--- config.mk ---
export PLATFORM = sky130hd
export DESIGN_NAME = tilt_to_move
export DESIGN_NICKNAME = d
export VERILOG_FILES = /design/src/rtl/tilt_to_move.sv
export SDC_FILE = /design/constraint.sdc
export NUM_CORES = 1
export LEC_CHECK = 0
export CORE_MARGIN = 3
export CORE_UTILIZATION = 34
export CTS_CLUSTER_SIZE = 8
export DETAILED_ROUTE_END_ITERATION = 8
export GPL_ROUTABILITY_DRIVEN = 0
export GPL_TIMING_DRIVEN = 0
export SLEW_MARGIN = 30
export SYNTH_ARGS = -nofsm -noshare
export SYNTH_HDL_FRONTEND = slang
export SYNTH_SLANG_ARGS = --single-unit
--- constraint.sdc ---
create_clock -name clk -period 3.37 [get_ports clk]
set_input_delay 0.674 -clock clk [delete_from_list [all_inputs] [get_ports clk]]
set_output_delay 0.674 -clock clk [all_outputs]
set_load 0.01 [all_outputs]
--- src/rtl/tilt_to_move.sv ---
// Accelerometer tilt to one-hot movement command with deadzone, dominant-axis select,
// debounce FSM, stale-sensor timeout and a free-running update tick. Define TILT_HYSTERESIS_EN for release hysteresis.
`timescale 1ns/1ps
module tilt_to_move #(
    parameter int SAMPLE_WIDTH     = 12,
    parameter int DEADZONE         = 64,
    parameter int HYST             = 16,
    parameter int CONFIRM_SAMPLES  = 3,
    parameter int TICK_PERIOD_CLKS = 3333333,
    parameter int STALE_CLKS       = 10000000
) (
    input  logic                           clk,
    input  logic                           reset,
    input  logic signed [SAMPLE_WIDTH-1:0] accel_x,
    input  logic signed [SAMPLE_WIDTH-1:0] accel_y,
    input  logic                           accel_valid,
    output logic [3:0]                     movement,
    output logic                           update,
    output logic                           sensor_stale,
    output logic [1:0]                     state_dbg
);
    localparam int W  = SAMPLE_WIDTH;
    localparam int TW = $clog2(TICK_PERIOD_CLKS);
    localparam int SW = $clog2(STALE_CLKS + 1);
    localparam int CW = $clog2(CONFIRM_SAMPLES + 1);

    localparam logic signed [W-1:0] MOST_NEG = {1'b1, {(W-1){1'b0}}};
    localparam logic [W-1:0]  MAX_POS    = {1'b0, {(W-1){1'b1}}};
    localparam logic [W-1:0]  ENTER_THR  = W'(DEADZONE);
`ifdef TILT_HYSTERESIS_EN
    localparam logic [W-1:0]  RELEASE_THR = W'(DEADZONE - HYST);
`endif
    localparam logic [CW-1:0] CONFIRM_N  = CW'(CONFIRM_SAMPLES);
    localparam logic [CW-1:0] CNT_ONE    = CW'(1);
    localparam logic [TW-1:0] TICK_LAST  = TW'(TICK_PERIOD_CLKS - 1);
    localparam logic [TW-1:0] TICK_HALF  = TW'(TICK_PERIOD_CLKS / 2);
    localparam logic [SW-1:0] STALE_N    = SW'(STALE_CLKS);
    localparam logic [SW-1:0] STALE_LAST = SW'(STALE_CLKS - 1);

    typedef enum logic [1:0] {
        IDLE      = 2'd0,
        CANDIDATE = 2'd1,
        ACTIVE    = 2'd2
    } state_t;

    // |v| with the most-negative code saturated so it never wraps back to negative
    function automatic logic [W-1:0] magnitude(input logic signed [W-1:0] v);
        logic signed [W-1:0] neg;
        neg = -v;
        if (v == MOST_NEG)
            return MAX_POS;
        return v[W-1] ? $unsigned(neg) : $unsigned(v);
    endfunction

    logic [W-1:0]  mag_x_p0, mag_y_p0;
    logic          neg_x_p0, neg_y_p0;
    logic          vld_p0;
    state_t        state;
    logic [3:0]    cand, dir_q, cls;
    logic [CW-1:0] cnt, cnt_inc;
    logic [W-1:0]  thr;
    logic [TW-1:0] tcnt, tcnt_next;
    logic [SW-1:0] stale_cnt;
    logic          stale_expire;

    // Stage p0: register magnitudes and signs of the incoming sample
    always_ff @(posedge clk) begin
        if (accel_valid) begin
            mag_x_p0 <= magnitude(accel_x);
            mag_y_p0 <= magnitude(accel_y);
            neg_x_p0 <= accel_x[W-1];
            neg_y_p0 <= accel_y[W-1];
        end
    end

    always_ff @(posedge clk or negedge reset) begin
        if (!reset)
            vld_p0 <= 1'b0;
        else
            vld_p0 <= accel_valid;
    end

    always_comb begin
`ifdef TILT_HYSTERESIS_EN
        thr = (state == ACTIVE) ? RELEASE_THR : ENTER_THR;
`else
        thr = ENTER_THR;
`endif
    end

    // Stage p1: classify (tie goes to X) and advance the debounce FSM
    always_comb begin
        cls = 4'b0000;
        if (mag_x_p0 >= mag_y_p0) begin
            if (mag_x_p0 >= thr)
                cls = neg_x_p0 ? 4'b0100 : 4'b1000;
        end else if (mag_y_p0 >= thr) begin
            cls = neg_y_p0 ? 4'b0001 : 4'b0010;
        end
    end

    assign cnt_inc      = cnt + 1'b1;
    assign stale_expire = !accel_valid && (stale_cnt == STALE_LAST);

    always_ff @(posedge clk or negedge reset) begin
        if (!reset) begin
            state <= IDLE;
            cand  <= 4'b0000;
            cnt   <= '0;
            dir_q <= 4'b0000;
        end else if (stale_expire) begin
            state <= IDLE;
            dir_q <= 4'b0000;
        end else if (vld_p0) begin
            case (state)
                IDLE: begin
                    if (cls != 4'b0000) begin
                        cand <= cls;
                        cnt  <= CNT_ONE;
                        if (CONFIRM_SAMPLES == 1) begin
                            state <= ACTIVE;
                            dir_q <= cls;
                        end else begin
                            state <= CANDIDATE;
                        end
                    end
                end
                CANDIDATE: begin
                    if (cls == 4'b0000) begin
                        state <= IDLE;
                    end else if (cls == cand) begin
                        if (cnt_inc >= CONFIRM_N) begin
                            state <= ACTIVE;
                            dir_q <= cand;
                        end else begin
                            cnt <= cnt_inc;
                        end
                    end else begin
                        cand <= cls;
                        cnt  <= CNT_ONE;
                    end
                end
                ACTIVE: begin
                    if (cls == 4'b0000) begin
                        state <= IDLE;
                        dir_q <= 4'b0000;
                    end else if (cls != dir_q) begin
                        state <= CANDIDATE;
                        cand  <= cls;
                        cnt   <= CNT_ONE;
                        dir_q <= 4'b0000;
                    end
                end
                default: state <= IDLE;
            endcase
        end
    end

    assign state_dbg = state;

    // Stale watchdog: a valid arriving on the expiry cycle wins over the timeout
    always_ff @(posedge clk or negedge reset) begin
        if (!reset) begin
            stale_cnt    <= '0;
            sensor_stale <= 1'b0;
        end else if (accel_valid) begin
            stale_cnt    <= '0;
            sensor_stale <= 1'b0;
        end else if (stale_expire) begin
            stale_cnt    <= STALE_N;
            sensor_stale <= 1'b1;
        end else if (stale_cnt != STALE_N) begin
            stale_cnt <= stale_cnt + 1'b1;
        end
    end

    // Tick generator; movement only changes in the low phase so it is stable at every update rise
    assign tcnt_next = (tcnt == TICK_LAST) ? '0 : tcnt + 1'b1;

    always_ff @(posedge clk or negedge reset) begin
        if (!reset) begin
            tcnt     <= '0;
            update   <= 1'b0;
            movement <= 4'b0000;
        end else begin
            tcnt   <= tcnt_next;
            update <= (tcnt_next >= TICK_HALF);
            if (tcnt == '0)
                movement <= (sensor_stale || stale_expire) ? 4'b0000 : dir_q;
        end
    end
endmodule

# Word level (Yosys, flattened, before mapping)
# Cells that the tools add are included.
# classes
addsub	5
magnitude_cmp	5
mux	50
bitwise_logic	1
eq_ne	22
reduce_logical	16
# op_table
op	count
$mux 12	6
$mux 24	3
$mux 4	16
$mux 2	14
$add 24x1->24 const B	1
$eq 12x12->1 const B	2
$eq 24x24->1 const B	1
$ge 12x7->1 const B	2
$ne 24x24->1 const B	1
$neg 12->12	2
$add 22x1->22 const B	1
$eq 22x22->1 const B	1
$ge 22x21->1 const B	1
$logic_not 22->1	1
$mux 22	1
$reduce_and 8->1	2
$ne 3x3->1 const B	5
$ge 12x12->1	1
$ne 4x4->1 const B	3
$pmux 2 s3	2
$pmux 4 s3	1
$ne 2x2->1 const B	5
$reduce_bool 3->1	3
$pmux 4 s2	1
17 further kinds	23
# totals
inputBits	27
regBits	91

# Logic depth before layout (Yosys ltp)
# Gate-level depths: netlist of run 1.
# depth
depth_word	9
mapped_depth	10

# Least setup slack after synthesis of run 1
# Ideal clock, no wire load.
# synth_path
path_kind	flip-flop to flip-flop
start	reg mag_x_p0[11]
end	reg cnt[0]
synth_period_minus_slack_ps	2906
arrival_ps	2782
required_ps	3245
setup_ps	125
stages_incl_launch_ff	10
n_path_buf	0
slack_ps	464
path_cell_list	edfxtp_1 -> ha_1 -> a21oi_1 -> o21ai_0 -> a21oi_1 -> a21o_1 -> mux2_4 -> a31oi_4 -> or4b_1 -> mux2_2
# synth_between
elab_chain_cells	7
# synth_lines
item	line_no	source
from (decl)	55	logic [W-1:0] mag_x_p0, mag_y_p0;
from (signal assigned)	69	mag_x_p0 <= magnitude(accel_x);
$ge 12x7->1	95	if (mag_x_p0 >= thr)
$mux 4	95	
$mux 4 *	94	if (mag_x_p0 >= mag_y_p0) begin
$eq 4x4->1	131	end else if (cls == cand) begin
$mux 2	131	
$mux 2	129	if (cls == 4'b0000) begin
$pmux 2 s3	115	case (state)
to (signal assigned)	136	cnt <= cnt_inc;
to (decl)	60	logic [CW-1:0] cnt, cnt_inc;
# Every way passes the cells marked *; elsewhere a longest branch is shown, timed or not. The select of a mux whose other input is x is not followed.
# A chain may end at the register's enable or synchronous reset.

# Final worst setup path of run 1
# Ends and elaborated chain as after synthesis.

==> results of run 1 <==
-- logic make-up after synthesis --
| family | share of synthesized area, % |
|---|---|
| mux | 3.41 |
| simple gates | 25.4 |
| flops | 45.5 |
| buf+inv | 3.12 |
| fa+ha+maj | 4.50 |
| xor+xnor | 8.28 |
| compound gates | 9.75 |
-- where the power goes --
part           switching, mW  internal (mW)
registers             0.0942           1.24
clock network          0.429          0.500
logic                  0.273          0.263
total                  0.796           2.00
-- Yosys cell counts (all sizes together) (2+ instances only) --
master	number	share of area (%)
mux2	13	2.8
clkbuf	16	1.1
nor3	15	1.4
o22ai	3	0.35
a211oi	4	0.57
mux2i	3	0.57
a21oi	18	1.7
nor2	74	5.3
nand2	68	4.9
xor2	37	6.1
or4b	2	0.38
edfxtp	26	15
nand3b	5	0.71
nor4	7	0.95
nor2b	5	0.59
or3	10	1.3
nand2b	7	0.83
and2	3	0.35
o211ai	4	0.57
nor3b	3	0.43
a211o	2	0.33
o21ai	27	2.6
inv	28	2.0
o31ai	5	0.71
nor4b	5	1.1
nand4	17	2.1
or2	2	0.24
a31oi	4	0.76
or4	4	0.57
ha	19	4.5
dfrtp	65	31
and4	6	0.99
xnor2	13	2.2
a21o	3	0.43
nand3	14	1.3
and3	11	1.3
nand4b	3	0.50
-- sequential cells by signal, summed over array words and instances, names as in the netlist --
name	cells
cand	4
cnt	2
dir_q	4
mag_x_p0	12
mag_y_p0	12
movement	4
neg_x_p0	1
neg_y_p0	1
sensor_stale	1
stale_cnt	24
state_dbg	2
tcnt	22
update	1
vld_p0	1
-- worst max-delay path, cell delays in order (launching register included) --
cell      delay [ns]
edfxtp_1        0.40
ha_1            0.34
and4_1          0.27
nor4b_4         0.28
nand2_2         0.18
a21o_1          0.27
mux2_4          0.33
a31oi_4         0.24
or4b_1          0.48
mux2_2          0.28
-- layout by cell type, fill, tap and decap left out, types with 11 or more instances in the layout --
master and count:
clkdlybuf4s50_1 32, nor2_1 74, nand3_1 14, clkbuf_1 17, ha_1 19, and3_1 11, nor3_1 15, xnor2_1 13
dfrtp_1 65, o21ai_0 24, xor2_1 37, nand2_1 67, inv_1 28, nand4_1 16, edfxtp_1 26, a21oi_1 17
-- cell type report --
cell class	instances	area, um2
Fill cell	1451	8710
Multi-Input combinational cell	427	2730
Sequential cell	91	2410
Timing Repair Buffer	35	353
Tap cell	184	230
Clock buffer	10	229
Inverter	28	105
Buffer	16	60.1
Clock inverter	6	40.0
-- per-stage QoR --
stage | setup TNS (ns) | instances | utilization (%) | hold slack, ns | worst slack, ns
after floorplan | 0 | 562 | - | 0.378 | 0.464
after global placement | -33.94 | 780 | 39.4 | 0.463 | -0.636
after detailed placement | 0 | 781 | 39.5 | 0.473 | 0.171
after CTS | 0 | 797 | 41.3 | 0.211 | 0.150
after global routing | 0 | 797 | 41.4 | 0.219 | 0.000401
final | 0 | 797 | 41.4 | 0.221 | 0.207
-- worst max path at each step --
| stage | end | from | slack [ns] | cells past startpoint |
|---|---|---|---|---|
| 2_1_floorplan | cnt[0] | mag_x_p0[11] | 0.46 | 9 |
| 3_3_place_gp | state_dbg[0] | accel_valid | -0.64 | 6 |
| 3_5_place_dp | cnt[0] | mag_y_p0[11] | 0.17 | 10 |
| 4_1_cts | cnt[0] | mag_y_p0[11] | 0.15 | 10 |
| 5_1_grt | cnt[0] | mag_y_p0[11] | 0.0004 | 10 |
| 6_report | cnt[0] | mag_x_p0[11] | 0.21 | 9 |
-- per-layer routing --
metal / GRT usage, % / vias up
li1: - / 2087
met5: 0 / -
met2: 22.2 / 63
met3: 3.74 / 14
met4: 5.20 / 0
met1: 17.5 / 1970
-- what timing repair did --
item	in CTS	in global routing
endpoints found under the hold margin	0	0
setup buffers	0	0
gates resized for setup	0	2
endpoints found under the setup margin	0	8
==> impl_metrics.py, run 1 <==
metrics = {
    "sta": {
        "rsz0062_at_grt": "false",
        "worst_clock_skew_ns": 0.00978,
        "setup_viol": 0,
        "tightestPinTransition_ns": 0.696,
        "slew_violations": 0,
        "relSlewSlack_pct": 53.2,
        "period_needed_ns": 3.16,
        "timing.fmax_ghz": 0.316,
        "fin_crit_sh_pct": 93.9,
        "hold_viol_final": 0,
    },
    "route": {
        "drtIter0Drc": 169,
        "wl_per_cell_um": 13.4,
        "drc_errors": 0,
        "met1Wirelength_um": 5050,
        "vias": 4134,
        "dr_wl_met2_um": 5030,
        "top_layer": "met4",
        "dr_wl_met3_um": 413,
        "postRouteAntennaNets": 0,
        "avgViaCountPerCell": 5.19,
        "wl_um": 10700,
        "firstDrtPassIters": 4,
    },
    "floorplanning": {
        "die-area_mm2": 0.0171,
        "die_x_um": 131,
        "row_count": 44,
        "core-area_mm2": 0.0149,
        "start_util_pct": 35.6,
        "io_pins": 35,
        "floorplan.die.height_um": 131,
    },
    "placed_design": {
        "dp_hpwl_um": 8160,
        "placed_area_mm2": 0.00587,
        "port_buffers": 34,
    },
    "job": {
        "drv_cap": 0,
    },
    "clocking": {
        "cts_hold_buf": 0,
        "clk_pin_slew_ns": 0.07,
        "cts_tree": "done",
        "clock_sinks": 91,
        "worstSkewPairLatency_ns": 0.35,
        "cts-htree-levels": 3,
        "cts_root_buffer": "clkbuf_16",
        "cts_made_buffers": 9,
        "ctsLongestPathBuffers": 2,
    },
    "critical_path": {
        "rr_worst_depth": 9,
        "rr_endpoint": "cnt[0]",
        "crit_path_max_fanout": 9,
        "worst_ep_arrival_time_ns": 3.39,
        "reg2reg_from": "mag_x_p0[11]",
        "crit_path_end_kind": "register",
        "crit_required_ns": 3.60,
        "start_kind": "register",
        "rrSetupSlack_ns": 0.21,
        "path_class": "reg2reg",
    },
    "layout": {
        "layout.nets": 654,
        "antennaDiodeCount": 0,
        "drive_gt1_share_pct": 6.53,
        "area_growth_pct": 16.3,
        "fin_area_mm2": 0.00615,
    },
    "grt": {
        "grtUsageTotal_pct": 13.7,
        "grt_max_degree": 44,
        "grt.overflow.total": 0,
        "antenna_found_initial": 0,
        "grt_pass1_wl_um": 18800,
        "grt_pass1_vias": 4096,
    },
    "min_path": {
        "hold_path_class": "in2async",
    },
    "synth": {
        "synth_flop_cell": "dfrtp_1",
        "ys_ff_latch": 91,
        "synth.yosys.seq_area_share_pct": 45.5,
        "synthesis.nets": 608,
        "synth_edf_count": 26,
        "yosysUniqueCellTypes": 59,
        "synthArstFlopShare_pct": 71.4,
        "syn_area_mm2": 0.00529,
        "syn_area_per_cell_um2": 9.41,
        "syn_inst": 562,
        "yosys_warnings": 0,
    },
    "pwr": {
        "leakage_nw": 2.56,
        "total_power_mw": 2.79,
        "pwr_density_cell_mw_per_mm2": 454,
        "ir_drop_v": 0.000315,
    },
    "run_status": {
        "outcome": "completed",
    },
}
(Power assumes the default switching activity.)
==> run 2, diff against run 1 <==
--- a/config.mk
+++ b/config.mk
@@ -9,6 +9,7 @@
 export CORE_UTILIZATION = 34
 export CTS_CLUSTER_SIZE = 8
 export DETAILED_ROUTE_END_ITERATION = 8
+export DONT_BUFFER_PORTS = 1
 export GPL_ROUTABILITY_DRIVEN = 0
 export GPL_TIMING_DRIVEN = 0
 export SLEW_MARGIN = 30
==> impl_metrics.py, run 2 (same netlist as run 1, synthesis figures left out) <==
metrics = {
    "clocking": {
        "clk_pin_slew_ns": 0.07,
        "worstSkewPairLatency_ns": 0.35,
        "cts_setup_buffers": 0,
        "cts_made_buffers": 9,
        "cts-htree-levels": 3,
        "cts_tree": "done",
        "cts_root_buffer": "clkbuf_16",
        "clock_sinks": 91,
        "ctsLongestPathBuffers": 2,
    },
    "run_status": {
        "outcome": "completed",
    },
    "critical_path": {
        "reg2reg_from": "mag_x_p0[11]",
        "path_class": "reg2reg",
        "crit_path_start": "mag_x_p0[11]",
        "crit_path_end_kind": "register",
        "crit_path_max_fanout": 9,
        "crit_required_ns": 3.60,
        "rrSetupSlack_ns": 0.22,
        "start_kind": "register",
        "worst_ep_arrival_time_ns": 3.38,
        "rr_worst_depth": 9,
    },
    "job": {
        "drv_cap": 0,
    },
    "layout": {
        "post-route-util_pct": 39.3,
        "largest_reg_flops": 24,
        "layout.cells.non_filler": 764,
        "drive_gt1_share_pct": 6.55,
        "top_register": "stale_cnt",
        "antennaDiodeCount": 0,
        "top_regs": "stale_cnt (24), tcnt (22)",
        "layout.nets": 621,
        "area_growth_pct": 10.5,
        "final_common_cell": "nor2_1",
        "final_cell_mix": "nor2_1, nand2_1, dfrtp_1",
        "num-fill-cells": 1467,
    },
    "sta": {
        "relSlewSlack_pct": 41.4,
        "period_needed_ns": 3.15,
        "slew_violations": 0,
        "fin_hold_ws_ns": 0.0190,
        "tightestPinTransition_ns": 0.871,
        "fin_crit_sh_pct": 93.5,
        "rsz0062_at_grt": "false",
        "hold_viol_final": 0,
        "worst_clock_skew_ns": 0.00828,
        "setup_tns_ns": 0,
        "timing.fmax_ghz": 0.317,
        "setup_viol": 0,
    },
    "grt": {
        "grt.overflow.total": 0,
        "use_met1_pct": 17.6,
        "grt.met3_usage_pct": 4.35,
        "antenna_found_initial": 0,
        "grt_pass1_wl_um": 18900,
        "met2_usage_pct": 21.9,
        "grtUsageTotal_pct": 13.6,
        "grt_max_degree": 63,
        "grt_pass1_vias": 4040,
        "grt.busiest_layer": "met2",
    },
    "route": {
        "wl_um": 10900,
        "drc_errors": 0,
        "firstDrtPassIters": 5,
        "wl_per_cell_um": 14.2,
        "drtIter0Drc": 357,
        "vias": 4013,
        "avgViaCountPerCell": 5.25,
        "postRouteAntennaNets": 0,
    },
    "floorplanning": {
        "row_count": 44,
        "die-area_mm2": 0.0171,
        "floorplan.die.height_um": 131,
        "die_x_um": 131,
        "start_util_pct": 35.6,
        "core-area_mm2": 0.0149,
        "io_pins": 35,
    },
    "min_path": {
        "hold_path_class": "in2async",
    },
    "pwr": {
        "leakage_nw": 2.45,
        "ir_drop_v": 0.000277,
        "pwr_density_cell_mw_per_mm2": 481,
    },
    "placed_design": {
        "dp_hpwl_um": 7880,
        "port_buffers": 0,
        "dp_cells": 746,
    },
}
## run 2: area by class of cell
type	count	area (um2)	area share [%]
well taps	184	230	3.94
inverters	28	105	1.80
repair buffers	2	20.0	0.343
clock buffers	9	225	3.86
clock inverters	7	75.1	1.29
plain buffers	16	60.1	1.03
flip-flops and latches	91	2410	41.2
multi-input cells	427	2720	46.5
## run 2: worst paths after layout
kind,endpoint
min in group clk,vld_p0
max reg2reg,state_dbg[1]
max,state_dbg[1]
min reg2reg,tcnt[0]
min,tcnt[15]
max in group asynchronous,tcnt[17]
## run 2: repair_timing
action	4_1_cts	5_1_grt
hold endpoints to repair	4	15
setup endpoints to repair	0	8
gates resized for setup	0	2
hold buffers	1	1
## run 2: metal layers
| layer | share of wire [%] | vias to the layer above |
|---|---|---|
| met3 | 4.9 | 16 |
| met2 | 47 | 81 |
| li1 | - | 2012 |
| met4 | 1.3 | 0 |
| met5 | 0 | - |
| met1 | 47 | 1904 |
## run 2: power breakdown
group	internal, mW	switching, mW	leakage [nW]
Combinational	0.219	0.240	1.18
Clock	0.578	0.434	0.140
Sequential	1.23	0.106	1.13
## run 2: worst max-delay path, stage by stage (launching register included)
cell,delay (ns)
edfxtp_1,0.41
ha_1,0.34
and4_1,0.27
nor4b_4,0.26
nand2_2,0.17
a21o_1,0.28
mux2_4,0.33
a41o_1,0.27
a221oi_2,0.35
mux2_1,0.36
## run 2: metrics by stage
step	worst slack, ns	cell area [um2]	power (mW)
after global placement	0.196	5520	1.78
after floorplan	0.464	5290	1.70
after detailed placement	0.115	5520	1.81
final	0.217	5840	2.81
after CTS	0.0907	5830	2.84
after global routing	0.0659	5840	2.97
==> run 3, diff against run 2 <==
--- a/config.mk
+++ b/config.mk
@@ -12,7 +12,7 @@
 export DONT_BUFFER_PORTS = 1
 export GPL_ROUTABILITY_DRIVEN = 0
 export GPL_TIMING_DRIVEN = 0
-export SLEW_MARGIN = 30
+export SLEW_MARGIN = 15
 export SYNTH_ARGS = -nofsm -noshare
 export SYNTH_HDL_FRONTEND = slang
 export SYNTH_SLANG_ARGS = --single-unit
==> results of run 3 <==
Same layout as run 2: the final DEF is identical, and so are final timing and power.
